`config.mk`:
```
export PLATFORM = sky130hd
export DESIGN_NAME = i2s_tx_serializer
export DESIGN_NICKNAME = d
export VERILOG_FILES = /design/src/rtl/i2s_tx_serializer.sv
export SDC_FILE = /design/constraint.sdc
export NUM_CORES = 1
export LEC_CHECK = 0
export BUFFER_PORTS_ARGS = -buffer_cell sky130_fd_sc_hd__buf_2
export CORE_MARGIN = 1.5
export CORE_UTILIZATION = 56
export DETAILED_ROUTE_END_ITERATION = 10
export PLACE_DENSITY_LB_ADDON = 0.05
export REMOVE_ABC_BUFFERS = 1
export SLEW_MARGIN = 15
export SYNTH_ARGS = -nofsm -noshare
export SYNTH_HDL_FRONTEND = slang
export SYNTH_SLANG_ARGS = --single-unit
```
`constraint.sdc`:
```
create_clock -name pclk -period 2.7 [get_ports pclk]
set_clock_uncertainty 0.1 [all_clocks]
set_input_delay 0.54 -clock pclk [delete_from_list [all_inputs] [get_ports pclk]]
set_output_delay 0.54 -clock pclk [all_outputs]
set_load 0.1 [all_outputs]
```
`src/rtl/i2s_tx_serializer.sv`:
```
// i2s_tx_serializer: Philips I2S transmit serializer, bus master.
// Takes samples through a one-deep holding buffer (valid/ready), derives sck
// from pclk with a programmable divider and shifts MSB-first on falling sck.
// Optional build macro I2S_TX_MONO_EN: controls[1]=1 repeats each sample in
// both slots (default build: controls[1] ignored, stereo).
module i2s_tx_serializer #(
    parameter int DATA_W = 32,
    parameter int DIV_W  = 8
) (
    input  logic              pclk,
    input  logic              preset,
    input  logic [DATA_W-1:0] tx_data,
    input  logic              tx_valid,
    output logic              tx_ready,
    input  logic [31:0]       controls,
    output logic              sck,
    output logic              ws,
    output logic              sd,
    output logic              underrun,
    output logic              busy
);

    localparam int BW = $clog2(DATA_W);
    localparam logic [BW-1:0] BIT_LAST = BW'(DATA_W - 1);
    localparam logic [BW-1:0] BIT_PRE  = BW'(DATA_W - 2);

    typedef enum logic [1:0] {
        ST_IDLE = 2'd0,
        ST_LEAD = 2'd1,
        ST_RUN  = 2'd2
    } state_t;

    state_t            state_q;
    logic [DIV_W-1:0]  cnt_q;
    logic              sck_q;
    logic              ws_q;        // also the channel pointer: 0=left, 1=right
    logic              sd_q;
    logic              underrun_q;
    logic              lead_half_q; // LEAD: first falling edge already seen
    logic [BW-1:0]     bit_cnt_q;
    logic [DATA_W-1:0] shift_q;
    logic [DATA_W-1:0] hold_q;
    logic              hold_full_q;

    logic              enable;
    logic [DIV_W-1:0]  div;
    logic              cnt_wrap;
    logic              fall_evt;
    logic              xfer;
    logic              is_load;
    logic              reuse_d;
    logic              consume_d;
    logic              underrun_d;
    logic [DATA_W-1:0] fresh_word_d;
    logic [DATA_W-1:0] load_word_d;
    logic              unused_ctrl;

    assign enable   = controls[0];
    assign div      = controls[8 +: DIV_W];
    // Remaining control bits are reserved for other blocks.
    assign unused_ctrl = ^{controls[31:8+DIV_W], controls[7:1]};

    // Divider compare uses >= so a div decrease mid-count cannot stall sck.
    assign cnt_wrap = (cnt_q >= div);
    assign fall_evt = (state_q != ST_IDLE) & sck_q & cnt_wrap;

    // Ready is gated by reset so it is low immediately while preset is held.
    assign tx_ready = preset & enable & ~hold_full_q;
    assign xfer     = tx_valid & tx_ready;

    assign is_load = fall_evt & (((state_q == ST_LEAD) & lead_half_q) |
                                 ((state_q == ST_RUN) & (bit_cnt_q == BIT_LAST)));

    assign fresh_word_d = hold_full_q ? hold_q : '0;

`ifdef I2S_TX_MONO_EN
    logic [DATA_W-1:0] mono_q;

    // Right slot in mono mode replays the word captured at the left load.
    assign reuse_d     = controls[1] & ws_q;
    assign load_word_d = reuse_d ? mono_q : fresh_word_d;

    // Capture the left-slot word for replay in the right slot.
    always_ff @(posedge pclk or negedge preset) begin
        if (!preset) begin
            mono_q <= '0;
        end else if (is_load && !reuse_d) begin
            mono_q <= fresh_word_d;
        end
    end
`else
    assign reuse_d     = 1'b0;
    assign load_word_d = fresh_word_d;
`endif

    assign consume_d  = is_load & ~reuse_d;
    assign underrun_d = consume_d & ~hold_full_q;

    // Sequencer: holding buffer, divider, bit counter and registered I2S outputs.
    always_ff @(posedge pclk or negedge preset) begin
        if (!preset) begin
            state_q     <= ST_IDLE;
            cnt_q       <= '0;
            sck_q       <= 1'b0;
            ws_q        <= 1'b1;
            sd_q        <= 1'b0;
            underrun_q  <= 1'b0;
            lead_half_q <= 1'b0;
            bit_cnt_q   <= '0;
            shift_q     <= '0;
            hold_q      <= '0;
            hold_full_q <= 1'b0;
        end else if (!enable) begin
            state_q     <= ST_IDLE;
            cnt_q       <= '0;
            sck_q       <= 1'b0;
            ws_q        <= 1'b1;
            sd_q        <= 1'b0;
            underrun_q  <= 1'b0;
            lead_half_q <= 1'b0;
            bit_cnt_q   <= '0;
            hold_full_q <= 1'b0;
        end else begin
            underrun_q <= underrun_d;

            // A load and a new transfer in the same cycle keep the buffer full.
            if (xfer) begin
                hold_q      <= tx_data;
                hold_full_q <= 1'b1;
            end else if (consume_d) begin
                hold_full_q <= 1'b0;
            end

            case (state_q)
                ST_IDLE: begin
                    cnt_q       <= '0;
                    sck_q       <= 1'b0;
                    ws_q        <= 1'b1;
                    sd_q        <= 1'b0;
                    lead_half_q <= 1'b0;
                    bit_cnt_q   <= '0;
                    if (hold_full_q) begin
                        state_q <= ST_LEAD;
                    end
                end
                default: begin
                    if (cnt_wrap) begin
                        cnt_q <= '0;
                        sck_q <= ~sck_q;
                    end else begin
                        cnt_q <= cnt_q + 1'b1;
                    end

                    if (fall_evt) begin
                        if (state_q == ST_LEAD && !lead_half_q) begin
                            ws_q        <= 1'b0;
                            sd_q        <= 1'b0;
                            lead_half_q <= 1'b1;
                        end else if (is_load) begin
                            state_q   <= ST_RUN;
                            shift_q   <= load_word_d << 1;
                            sd_q      <= load_word_d[DATA_W-1];
                            bit_cnt_q <= '0;
                        end else begin
                            shift_q   <= shift_q << 1;
                            sd_q      <= shift_q[DATA_W-1];
                            bit_cnt_q <= bit_cnt_q + 1'b1;
                            if (bit_cnt_q == BIT_PRE) begin
                                ws_q <= ~ws_q;
                            end
                        end
                    end
                end
            endcase
        end
    end

    assign sck      = sck_q;
    assign ws       = ws_q;
    assign sd       = sd_q;
    assign underrun = underrun_q;
    assign busy     = (state_q != ST_IDLE);

endmodule

```
# After elaboration in Yosys (flattened, before gate mapping)
# Index checks and enable logic that the tools add are counted.
# totals
register_bits	85
out_inout_bits	6
in_bits	67
# classes
n_reduce_logical	10
bitwise	15
order_cmp	1
eq_ne	13
addsub	2
mux	38
# ops
cell	n
32-bit 2-to-1 mux	2
5-bit 2-to-1 mux	5
8-bit 2-to-1 mux	3
1-bit 2-to-1 mux	22
3-bit by 1-bit != test with 1-bit output, second input constant	5
2-bit 2-to-1 mux	6
5-bit equality test, second input constant	2
1-bit AND	9
8-bit by 1-bit adder with 8-bit output, second input constant	1
8-bit greater-or-equal comparator	1
4-bit AND reduction	2
2-bit AND reduction	3
5-bit by 1-bit adder with 5-bit output, second input constant	1
1-bit NOT	5
4-bit by 1-bit != test with 1-bit output, second input constant	1
4-bit by 2-bit != test with 1-bit output, second input constant	1
3-bit by 2-bit != test with 1-bit output, second input constant	1
3-bit != test, second input constant	1
3-bit AND reduction	1
2-bit by 1-bit equality test with 1-bit output, second input constant	1
2-bit equality test, second input constant	1
2-bit logical NOT	1
2-bit nonzero test	1
1-bit logical AND	1
2 further kinds	2

# Logic depth before layout (Yosys ltp)
# Gate-level depths: netlist (run 1).
# depth
depth_word	9
mapped_depth	10
mapped_depth_nobuf	8

# Worst setup path after synthesis (run 1)
# No wires, ideal clock.
# synth_timing
kind	input port to flip-flop
from	input port controls[8]
to	register shift_q[10]
n_path_buf	1
setup_time_ns	0.125
setup_slack_ns	0.281
cell_stages	7
t_arrival_ns	2.194
path_cell_list	ha_1 > nand2b_1 > a2111o_1 > a21o_4 > nand3_4 > buf_12 > mux2_4
# synth_via
elab_chain_cells	4
elab_cells_between_ends	5
classes_between	order compare: 1; mux: 1; bitwise: 2; reduce/logical: 1
# synth_lines
element	line_no	text
from (decl)	15	input logic [31:0] controls,
8-bit greater-or-equal comparator (*)	64	assign cnt_wrap = (cnt_q >= div);
1-bit AND (*)	65	assign fall_evt = (state_q != ST_IDLE) & sck_q & cnt_wrap;
1-bit AND	71	assign is_load = fall_evt & (((state_q == ST_LEAD) & lead_half_q) |
32-bit 2-to-1 mux	159	end else if (is_load) begin
to (signal assigned)	161	shift_q <= load_word_d << 1;
to (signal assigned)	165	shift_q <= shift_q << 1;
to (decl)	41	logic [DATA_W-1:0] shift_q;
# Every way passes the cells marked *; elsewhere a longest branch is shown, timed or not.
# A chain may end at the register's enable or synchronous reset.

# Worst setup path in the final report (run 1)
# layout_timing
from	register cnt_q[0]
to	register shift_q[26]
# layout_via
elab_chain_cells	4
elab_cells_between_ends	5
classes_between	order compare: 1; mux: 1; bitwise: 2; reduce/logical: 1
# layout_lines
element	line_no	text
from (decl)	34	logic [DIV_W-1:0] cnt_q;
from (signal assigned)	151	cnt_q <= cnt_q + 1'b1;
8-bit greater-or-equal comparator (*)	64	
1-bit AND (*)	65	
1-bit AND	71	
32-bit 2-to-1 mux	159	
# Marks and branches as above.

==> run summary, run 1 <==
The library cell used as clock root buffer is sky130_fd_sc_hd__clkbuf_8. The cell family contributing the most delay on the critical path is compound AO/OA/AOI/OAI gates. The final period demand of the worst path came out at around 2.4 ns.

The clock-pin slew of the registers on the worst-case setup and hold paths is approximately 0.08 ns. The worst setup path category is reg2reg. Clock tree synthesis inserted a total of 9 buffers.

In the synthesized netlist the async set-or-reset flop fraction comes to 100%. The later pin in the worst-skew pair is clocked with a latency of ~0.34 ns. The aggregate routed wire length is about 7.4 mm. The areal power density over the cells is around 530 nW/um2. After the first detailed-routing iteration, the DRC count stood at ~150. In this run the static leakage power is around 2.4 nW. The number of gates on the worst path with buffers counted came out at 8. The number of unique standard cell types used by synthesis is 44.

The number of cells produced by synthesis came out at 370. The cell row count came out at 31. The final critical-path share of the clock period is 89.4%. The routed layout has ~2,800 vias. The first global-routing pass estimated around 12 mm of wire. The setup slack after layout is ~0.29 ns. In this run the count of I/O pins placed on the die edge is 73. Summed over all nets, wire length on met3 after detailed routing comes to roughly 210 um.

The tightest hold path in the finished design has a slack of around 0.15 ns. In this run the critical register-to-register path is launched from cnt_q[0]. Wire segments on met2 add up to 3.48 mm in the final route. The number of slew-limit violations in the final report came out at 0. The worst max-slew margin expressed relative to the limit is 64.1%. The most common cell in the netlist is sky130_fd_sc_hd__dfrtp_1. In the synthesized netlist the dominant register cell turns out to be sky130_fd_sc_hd__dfrtp_1. The synthesis-to-layout area growth came out at 12.9%. The count of buffers inserted at the top-level ports is between 40 and 50. The width of the die came out at between 80 and 90 um. Setup repair after global routing left no endpoint under its margin. Buffers inserted to repair hold after CTS numbered 0. The die covers 7990 um2. The flop-to-flop setup slack is approximately 0.29 ns. The run finished with clean final reports. STA classifies the critical path startpoint as a flip-flop. The highest layer touched by signal routing is met4. The initial cell density of the core is 57.7%. The die extent in y came out at just under 90 um. The post-route met1 wirelength came out at around 3.6 mm. The post-CTS setup-driven buffer insertion count is 0. The number of gates resized after cts is 0. The count of antenna diodes in the layout came out at 0.

Entering global routing, the biggest net connects 46 pins. The remaining global-route overflow is 0. The synthesized flop and latch total is between 80 and 90.

The number of buffers on the longest clock path is 2. Setup violations remaining at the end of the flow were counted as 0. CTS built an H-tree with a depth of 3.

Ranked by total cell area, the synthesized netlist is headed by sky130_fd_sc_hd__dfrtp_1 (50%), sky130_fd_sc_hd__mux2_4 (11%), sky130_fd_sc_hd__mux2_2 (8.6%). Counting flops with a built-in enable in the synthesized netlist gives 0. The mean number of vias per cell is ~5.4.

The peak supply drop is 337 uV. The global placement routability congestion is roughly 0.76. Before antenna repair, the detailed router went through 4 iterations.

The tightest min-delay check is of the in2async type. The signal on the critical path passes through inv_1, ha_1, nand2b_1, a2111o_1, a21o_4, nand3_4, buf_12, mux2_4. The worst slack after detailed placement came out at between 0.07 and 0.08 ns. The area share of the largest cell type after synthesis is between 40% and 50%. STA classifies the critical path endpoint as a flip-flop. In this run the worst setup path begins at cnt_q[0]. The detail route stage leaves a number of antenna-violating nets equal to 0. The arrival time of the worst setup path came out at between 2 and 3 ns. After detailed routing, the average wire length per cell comes to 14.1 um. The largest incremental delay on the critical path is between 0.4 and 0.5 ns. The critical path buffer and inverter count came out at 2. STA puts the critical path data required time at 2.82 ns. The global routing usage summed across all routing layers came out at about a fifth. The part of the Yosys area used for sequential elements came out at approximately half. In the synthesized netlist, the cells that appear most often are sky130_fd_sc_hd__dfrtp_1 (83), sky130_fd_sc_hd__nand2_1 (72), sky130_fd_sc_hd__nand3_1 (36).

The number of violations of the max-capacitance limit came out at 0. The share of post-route cells with drive strength above 1 came out at roughly a third. The count of final hold-check violations came out at 0.

For this run, the top clock speed supported by timing is just over 400 MHz. At the pin with the least slew margin, the transition time is between 0.5 and 0.6 ns. The critical-path cell with the highest stage delay is sky130_fd_sc_hd__a2111o_1. The via count of the first global-routing pass is ~2,700. The highest net fanout along the worst path came out at 14.

The summed instance area of the synthesized netlist came out at 4180 um2. For this run, design rule violations remaining after detail routing come to 0. The number of antenna violations at the first check in global routing is 0. The number of cells on the worst reg-to-reg path is 8. The largest area contributor in the synthesized netlist is sky130_fd_sc_hd__dfrtp_1.

The yosys synthesis warning count came out at 0. After synthesis, the mean cell area works out to between 10 and 15 um2. The standard cell core area came out at between 7000 and 8000 um2. The number of sinks handled by clock tree synthesis is 84. TritonCTS built the clock tree. The number of nets in the final layout came out at between 400 and 500. Detailed placement finished with a half-perimeter wire length of 5.03 mm.
## cell type report
cell class	count	area, um2
clock inverter	4	50.0
multi-input combinational	251	1890
timing repair buffer	60	368
inverter	14	52.6
clock buffer	12	135
fill	607	2530
sequential	84	2100
tap	99	124
## placed cells by master, fill, tap and decap left out, types with 2 or more instances in the layout
master,instances
sky130_fd_sc_hd__a21oi_1,5
sky130_fd_sc_hd__and2_1,3
sky130_fd_sc_hd__and3_1,5
sky130_fd_sc_hd__and3b_1,2
sky130_fd_sc_hd__buf_12,3
sky130_fd_sc_hd__buf_2,48
sky130_fd_sc_hd__buf_4,9
sky130_fd_sc_hd__clkbuf_1,3
sky130_fd_sc_hd__clkbuf_8,9
sky130_fd_sc_hd__clkinvlp_4,2
sky130_fd_sc_hd__dfrtp_1,83
sky130_fd_sc_hd__ha_1,12
sky130_fd_sc_hd__inv_1,14
sky130_fd_sc_hd__mux2_2,32
sky130_fd_sc_hd__mux2_4,30
sky130_fd_sc_hd__nand2_1,72
sky130_fd_sc_hd__nand3_1,36
sky130_fd_sc_hd__nand4_1,4
sky130_fd_sc_hd__nor2_1,11
sky130_fd_sc_hd__nor3_1,2
sky130_fd_sc_hd__o21ai_0,4
sky130_fd_sc_hd__o22ai_1,3
sky130_fd_sc_hd__o311ai_1,2
sky130_fd_sc_hd__o41ai_1,2
sky130_fd_sc_hd__xnor2_1,3
sky130_fd_sc_hd__xor2_1,3
## report_power, final
group | total (W) | switching (W) | internal (W) | leakage [nW]
combinational | 0.000244 | 0.000117 | 0.000127 | 1.25
clock | 0.000846 | 0.000419 | 0.000427 | 0.0866
sequential | 0.00143 | 0.0000625 | 0.00137 | 1.10
## state kept, by name, indices dropped and copies added, names as in the netlist
name / cells
hold_q: 32
shift_q: 31
cnt_q: 8
bit_cnt_q: 5
state_q: 2
hold_full_q: 1
lead_half_q: 1
sck: 1
sd: 1
underrun: 1
ws: 1
## worst reg2reg max path, stage by stage (launching register included)
cell and delay, ns:
sky130_fd_sc_hd__dfrtp_1 0.41, sky130_fd_sc_hd__inv_1 0.06, sky130_fd_sc_hd__ha_1 0.26, sky130_fd_sc_hd__nand2b_1 0.14
sky130_fd_sc_hd__a2111o_1 0.46, sky130_fd_sc_hd__a21o_4 0.26, sky130_fd_sc_hd__nand3_4 0.14, sky130_fd_sc_hd__buf_12 0.18
sky130_fd_sc_hd__mux2_4 0.31
## stage by stage
stage               power (W)  utilization (%)  TNS [ns]  instances  area, um2
floorplan             0.00160                -    -14.58        349       4050
global placement      0.00170             62.5         0        508       4540
detailed placement    0.00171             62.5         0        508       4540
CTS                   0.00257             65.1         0        524       4720
global route          0.00265             65.1         0        524       4720
finish                0.00252             65.1         0        524       4720
## cell families (layout without fill, tap and decap cells)
group	Yosys count	after routing	synth area share, %
XOR/XNOR	6	6	1.26
AND/OR/NAND/NOR	142	142	15.6
multiplexers	64	64	19.9
AO/OA/AOI/OAI	27	27	4.82
buffers and inverters	35	90	4.52
adder cells (fa/ha/maj)	12	12	3.59
flip-flops	84	84	50.3
## worst paths after layout
path | end
min in group pclk | hold_q[15]
worst max register to register | shift_q[26]
worst min register to register | cnt_q[0]
worst max-delay path | shift_q[26]
worst min-delay path | lead_half_q
max in group asynchronous | hold_q[25]
## layer usage
layer  global-route usage (%)  vias up
li1                         -     1369
met1                     26.8     1372
met2                     33.4       57
met3                     3.23       12
met4                     7.83        0
met5                        0        -
Power figures use the tool's default switching activity.
==> run 2, diff against run 1 <==
- ABC_AREA: unset -> 1
==> run 2 against run 1 <==
Critical path depth decreased by 5; final cell count increased by 7.3%; total power increased by 1.5%; wire length decreased by 0.72%; area after synthesis decreased by 4.2%; sequential share of layout area increased by 1.9 points; die area decreased by 4.1%; synthesized cell count increased by 11%; sequential power about the same; clock power increased by 0.6%; non-clock buffer count unchanged; critical endpoint is now busy; highest routed layer unchanged.
==> run summary, run 2 <==
The synthesized flop and latch total came out at 84 (unchanged). The flow ran to the end, and the final reports show no timing, DRC or antenna violations. The worst setup path category is reg2out. The global-route wire length before repair came out at 13.0 mm (+5.1%). The switching share of total power came out at 24.8% (+1.0 points). The pin count of the biggest net entering global routing came out at 61 (+33%). The dominant register cell in the synthesized netlist is sky130_fd_sc_hd__dfrtp_1.

The arrival time of the worst setup path is 1.50 ns (-1.04 ns). The routed length per placed instance came out at 13.1 um (-7.4%). The power spent charging and discharging nets is 0.000635 W (+6.0%). The internal portion of total power came out at 0.00193 W (+0.15%). The highest net fanout along the worst path is 5 (-9). The portion of total power attributed to sequential cells came out at 56.1% (-0.7 points). The share of post-route cells with drive strength above 1 was 25.5% (-7.6 points). The part of the Yosys area used for sequential elements came to 52.5% (+2.2 points).

The number of unique standard cell types used by synthesis came out at 31 (-30%). The peak supply drop came out at 376 uV (+12%). The mean number of vias per cell came out at 5.32 (-0.86%). The final period demand of the worst path was 2.14 ns (-0.270 ns).

The via count of the first global-routing pass was 2,843 (+4.2%). The die extent in y is 87.6 um (-2.1%). The number of cells produced by synthesis came out at 409 (+11%).

The summed instance area of the synthesized netlist came out at 4010 um2 (-4.2%). The static leakage is 2.29 nW (-5.9%). The critical path goes through nor2_4, inv_1, buf_2. The area of the die was 7670 um2 (-4.1%). The number of enable-type register cells in the synthesized netlist is 0 (unchanged).

TritonCTS built the clock tree. The standard cell core area is 6870 um2 (-5.3%). STA classifies the critical path startpoint as a flip-flop. In the synthesized netlist, the cells that appear most often are sky130_fd_sc_hd__nand2_1 (110), sky130_fd_sc_hd__dfrtp_1 (83), sky130_fd_sc_hd__nand3_1 (36). The aggregate routed wire length came out at 7.35 mm (-0.72%).

The clock buffer count from CTS came out at 9 (unchanged). The largest total area in the synthesized netlist belongs to sky130_fd_sc_hd__dfrtp_1. The number of antenna violations at the first check in global routing is 0 (unchanged). The final critical-path share of the clock period came to 79.4% (-10 points). The area share of the largest cell type after synthesis came out at 51.9% (+2.2 points). The clock latency reported for the late side of the worst-skew pair came to 0.35 ns (about the same).

The final HPWL from detailed placement came out at 4.99 mm (-0.84%). Broken down by cell family, the worst path's largest delay share belongs to buffers and inverters. The areal power density over the cells came out at 566 nW/um2 (+6.0%).

The number of violations of the max-capacitance limit is 0 (unchanged). The path category of the worst min-delay check is in2async. The total negative slack is 0 ns (unchanged). The critical path buffer and inverter count came out at 2 (unchanged). Setup repair after global routing left no endpoint under its margin.

The fill cell total of the finished layout is 581 (-4.3%). The global routing usage summed across all routing layers is 21.8% (+1.6 points). Leaving out fill and tap cells, the most frequent cell in the layout is sky130_fd_sc_hd__nand2_1.

The clock-pin slew of the registers on the worst-case setup and hold paths came to 0.08 ns (about the same). The number of slew-limit violations in the final report is 0 (unchanged). The number of buffers on the longest clock path is 2 (unchanged). In this run the clock root is driven by a sky130_fd_sc_hd__clkbuf_8.

The initial cell density of the core is 58.3% (+0.66 points). The cell row count came out at 30 (-3.2%). The count of final hold-check violations came out at 0 (unchanged).

The global placement routability congestion is 0.751 (-1.6%). Yosys attributes the largest share of cell area to sky130_fd_sc_hd__dfrtp_1 (52%), sky130_fd_sc_hd__nand2_1 (10%), sky130_fd_sc_hd__mux2_2 (9.0%). The number of gates resized after cts came out at 0 (unchanged). The detailed-route via count came out at 2,988 (+6.3%). The number of sinks handled by clock tree synthesis is 84 (unchanged). The number of flip-flops under the largest register name is 32 (unchanged). The final routed DRC violation total came out at 0 (unchanged). The count of antenna diodes in the layout came to 0 (unchanged). The largest incremental delay on the critical path is 0.47 ns (about the same). The worst setup path is captured at an output port. The number of nets still failing antenna checks after routing came to 0 (unchanged). The number of ports placed on the die boundary is 73 (unchanged).

The count of buffers inserted at the top-level ports came to 49 (unchanged). The number of nets in the final layout is 540 (+8.2%). The count of routing violations after the opening detailed-route iteration came to 159 (+8.9%). In the final layout, the registers with the most flip-flops are hold_q: 32 flops, shift_q: 31 flops, cnt_q: 8 flops. The post-route core utilization was 65.9% (+0.76 points). Counting flops per register, the top entry is hold_q. The width of the die came to 87.6 um (-2.1%).

The most common cell in the netlist is sky130_fd_sc_hd__nand2_1. The power share of the clock group came out at 33.2% (-0.3 points). The number of detailed-route iterations in the first pass is 4 (unchanged).

The fraction of registers with async set or reset after synthesis is 100% (unchanged). In the layout the commonest cells are sky130_fd_sc_hd__nand2_1 (110), sky130_fd_sc_hd__dfrtp_1 (83), sky130_fd_sc_hd__buf_2 (47). The number of endpoints failing setup at the final stage was 0 (unchanged). The worst max-slew margin expressed relative to the limit is 51.1% (-13 points). The post-CTS setup-driven buffer insertion count is 0 (unchanged). The synthesis-to-layout area growth is 13.0% (about the same). The required time of the critical path came to 2.06 ns (-0.76 ns). The timing-limited maximum frequency came to 466 MHz (+13%). The critical-path cell with the highest stage delay is sky130_fd_sc_hd__dfrtp_1. The number of H-tree levels came out at 3 (unchanged). The number of buffers inserted by hold repair at cts came out at 0 (unchanged). The remaining global-route overflow was 0 (unchanged). The share of total power in combinational logic is 10.7% (+1.0 points). The yosys synthesis warning count was 0 (unchanged). The actual slew at the worst max-slew pin is 0.733 ns (+0.195 ns). The average footprint of a synthesized cell came to 9.79 um2 (-13%).
-- run 2: layout make-up --
class                      count  area [um2]  area share, %
clock buffer                  11         131           2.90
inverter                      30         113           2.49
multi-input combinational    276        1660           36.7
timing repair buffer          60         345           7.63
tap                           96         120           2.65
clock inverter                 5        52.6           1.16
sequential                    84        2100           46.5
-- run 2: power groups by stage --
stage,sequential [W],combinational [W],clock [W]
2_1_floorplan,0.00146,0.000159,0
3_3_place_gp,0.00146,0.000270,0
6_report,0.00144,0.000275,0.000851
4_1_cts,0.00144,0.000282,0.000878
5_1_grt,0.00145,0.000308,0.000929
3_5_place_dp,0.00146,0.000282,0
-- run 2: worst paths after layout --
check | from | to | slack [ns] | depth (start not counted)
max | state_q[1] | busy | 0.56 | 3
min | preset | cnt_q[2] | 0.1 | 2
max reg2reg | cnt_q[2] | shift_q[27] | 0.61 | 11
min reg2reg | ws | ws | 0.38 | 2
max in group asynchronous | preset | shift_q[21] | 1.36 | 3
min in group pclk | tx_data[18] | hold_q[18] | 0.31 | 2
-- run 2: metrics by stage --
step	power [W]	setup WS (ns)	std cells	area, um2	hold slack, ns
finish	0.00256	0.556	562	4520	0.0973
global route	0.00269	0.390	562	4520	0.116
CTS	0.00260	0.543	562	4520	0.105
detailed placement	0.00174	0.378	546	4340	0.364
global placement	0.00173	0.391	546	4340	0.357
floorplan	0.00162	-1.23	390	3870	0.144
-- run 2: metal layers --
layer	track usage (%)	vias to the layer above	part of all wire (%)
li1	-	1475	-
met1	28.8	1437	47
met2	35.4	58	48
met3	4.24	18	3.4
met4	9.09	0	1.9
met5	0	-	0
-- run 2: cells by family (layout without fill, tap and decap cells) --
| logic type | after synthesis | count (layout) | share of synthesized area, % |
|---|---|---|---|
| buf+inv | 49 | 106 | 6.06 |
| mux | 32 | 32 | 9.00 |
| simple gates | 203 | 203 | 24.5 |
| compound gates | 26 | 26 | 3.53 |
| xor+xnor | 3 | 3 | 0.656 |
| fa+ha+maj | 12 | 12 | 3.75 |
| flops | 84 | 84 | 52.5 |
==> run 3, diff against run 2 <==
- CORE_UTILIZATION: 56 -> 50
- clock period: 2.7 -> 1.95 ns (I/O delays scaled with it)
==> run 3 against run 2 <==
The run now ends with negative hold slack left; sequential share of layout area down 4.4 points; via count is 1.8% higher; core utilization fell by 1.3 points; total power up 53%; global-route usage decreased by 1.8 points; clock power grew 79%; largest cell class unchanged.
==> run summary, run 3 (synthesis results as in run 2) <==
TritonCTS built the clock tree. The routed length per placed instance came out at 13.8 um (+5.6%). The global routing usage summed across all routing layers is 20.0% (-1.8 points). The number of sinks handled by clock tree synthesis was 84 (unchanged). The standard cell core area is 7730 um2 (+12%). The global placement routability congestion is 0.772 (+2.7%). The run finished, with violations left. The number of ports placed on the die boundary is 73 (unchanged). The power share of the clock group is 38.7% (+5.5 points). Setup repair after global routing could not meet its margin everywhere. The detailed-route via count came out at 3,042 (+1.8%). The register with the highest flop count is hold_q. The worst path needs between 1.5 and 2 ns of the cycle, external delays included. The min-delay analysis places its worst path in the category in2async.

The count of antenna diodes in the layout came out at 0 (unchanged). The clock-pin slew of the registers on the worst-case setup and hold paths was 0.09 ns (about the same). The count of routing violations after the opening detailed-route iteration is 164 (+3.1%).

The number of antenna violations at the first check in global routing is 0 (unchanged). The number of endpoints failing setup at the final stage is 0 (unchanged). The worst max-slew margin expressed relative to the limit was 67.8% (+17 points). The post-route core utilization is 64.6% (-1.3 points). The number of violations of the max-capacitance limit came out at 0 (unchanged).

The required time of the critical path was 2.14 ns (+0.08 ns). The actual slew at the worst max-slew pin came out at 0.486 ns (-0.247 ns). The cell row count is 32 (+6.7%). The switching share of total power came out at 24.4% (-0.39 points).

The static leakage came to 2.50 nW (+8.9%). The number of flip-flops under the largest register name came out at 32 (unchanged). The width of the die is 92.5 um (+5.6%). The global-route wire length before repair came out at 13.2 mm (+2.0%). The timing-limited maximum frequency is 514 MHz. The total negative slack came out at 0 ns (unchanged). The power spent charging and discharging nets is 0.000955 W (+50%). The most common cell after layout, fill and taps aside is sky130_fd_sc_hd__nand2_1. The worst setup path is launched from a flip-flop. The setup slack after layout came out at 0.00459 ns (-0.551 ns).

The multi-input gate area in the final layout is 1750 um2 (+5.4%). The tree is rooted in a sky130_fd_sc_hd__clkbuf_8. The mean number of vias per cell was 5.14 (-3.4%).

The number of detailed-route iterations in the first pass is 5 (+1). The count of final hold-check violations is 17 (+17). The largest incremental delay on the critical path was 0.40 ns (-0.07 ns). The final routed DRC violation total came out at 0 (unchanged). The initial cell density of the core is 51.8% (-6.5 points). The number of H-tree levels came out at 3 (unchanged).

The final critical-path share of the clock period is 99.8%. The final HPWL from detailed placement came out at 5.14 mm (+3.0%). The number of buffers on the longest clock path is 2 (unchanged). The final hold slack was -0.0256 ns (-0.123 ns). The category of the worst setup path capture point is a flip-flop. The number of nets in the final layout is 564 (+4.4%). The portion of total power attributed to sequential cells came to 50.9% (-5.2 points). The worst setup path is of the reg2reg kind. The clock buffer count from CTS is 9 (unchanged). The number of nets still failing antenna checks after routing came out at 0 (unchanged). The final reports fail on negative hold slack. The area of the die came out at 8560 um2 (+12%). The synthesis-to-layout area growth came out at 24.6%. The aggregate routed wire length came out at 8.18 mm (+11%). The count of buffers inserted at the top-level ports came out at 49 (unchanged). The internal portion of total power is 0.00296 W (+54%).

The share of total power in combinational logic came to 10.4% (-0.3 points). The via count of the first global-routing pass is 2,758 (-3.0%). The die extent in y is 92.5 um (+5.6%). The number of slew-limit violations in the final report is 0 (unchanged). For this design, the slowest cell found on the critical path is sky130_fd_sc_hd__dfrtp_1. The highest net fanout along the worst path came out at 8 (+3). The arrival time of the worst setup path came out at 2.13 ns (+0.63 ns). The library cells used most frequently in the layout, excluding fill and tap cells, are sky130_fd_sc_hd__nand2_1 (102), sky130_fd_sc_hd__dfrtp_1 (83), sky130_fd_sc_hd__buf_2 (46). The number of buffers inserted by hold repair at cts is 0 (unchanged). The areal power density over the cells is 784 nW/um2 (+38%). The peak supply drop was 441 uV (+17%).

The pin count of the biggest net entering global routing was 85 (+39%). Traced cell by cell, the critical path runs through ha_1, nand2_2, nor2_1, nor2_1, nand2_1, nand2_2, nand2_4, nand3_4, nor2_8, clkbuf_16, nand2_1, nand3_1. The clock latency reported for the late side of the worst-skew pair is 0.35 ns (about the same). In the final layout, the registers with the most flip-flops are hold_q: 32 flops, shift_q: 31 flops, cnt_q: 8 flops. The fill cell total of the finished layout came out at 653 (+12%). The remaining global-route overflow is 0 (unchanged). The area taken by flip-flops and latches came to 2100 um2 (unchanged). The share of post-route cells with drive strength above 1 is 33.5% (+7.9 points).

The worst slack after detailed placement came out at -0.168 ns (-0.546 ns).
-- run 3: power by group through the flow --
| stage | combinational (W) | sequential [W] | clock (W) |
|---|---|---|---|
| global route | 0.000448 | 0.00201 | 0.00164 |
| global placement | 0.000391 | 0.00202 | 0 |
| floorplan | 0.000220 | 0.00203 | 0 |
| finish | 0.000407 | 0.00199 | 0.00152 |
| CTS | 0.000406 | 0.00199 | 0.00155 |
| detailed placement | 0.000405 | 0.00203 | 0 |
-- run 3: repair_timing --
item                                    CTS  global route
endpoints found under the setup margin   35            44
gates resized for setup                   4            24
setup buffers                             0             8
pin swaps                                 0             5
cloned                                    0             2
-- run 3: final cells by class --
cell class / instances / share of cell area, %
timing repair buffer: 84 / 13.0
clock inverter: 7 / 2.46
tap: 102 / 2.56
sequential: 84 / 42.1
clock buffer: 9 / 2.48
multi-input combinational: 276 / 35.0
inverter: 30 / 2.36
-- run 3: worst paths after layout --
kind                                to  cells past startpoint         from  slack [ns]
max                        shift_q[28]                     12     cnt_q[2]       0.005
min                           cnt_q[0]                      2       preset       -0.03
max reg2reg                shift_q[28]                     12     cnt_q[2]       0.005
min reg2reg                         ws                      2           ws        0.38
max in group asynchronous           ws                      2       preset        1.39
min in group pclk           hold_q[18]                      2  tx_data[18]        0.16
-- run 3: routing by layer --
| metal | global-route usage, % | vias up | wire [um] |
|---|---|---|---|
| met3 | 4.27 | 9 | 265 |
| met1 | 26.8 | 1447 | 3780 |
| met5 | 0 | - | 0 |
| li1 | - | 1527 | - |
| met2 | 31.9 | 59 | 4010 |
| met4 | 7.69 | 0 | 126 |
-- run 3: per-stage QoR --
step,instance area (um2),total power (W),std cells
floorplan,3870,0.00225,390
global placement,4530,0.00241,566
detailed placement,4530,0.00243,566
CTS,4790,0.00395,582
global route,4990,0.00410,592
finish,4990,0.00391,592
-- run 3: critical path, delay by kind of cell (launching register included) --
| family | cells | cell delay, ns |
|---|---|---|
| adder cells (fa/ha/maj) | 1 | 0.29 |
| buffers and inverters | 1 | 0.19 |
| AND/OR/NAND/NOR | 10 | 0.90 |
| flip-flops | 1 | 0.40 |
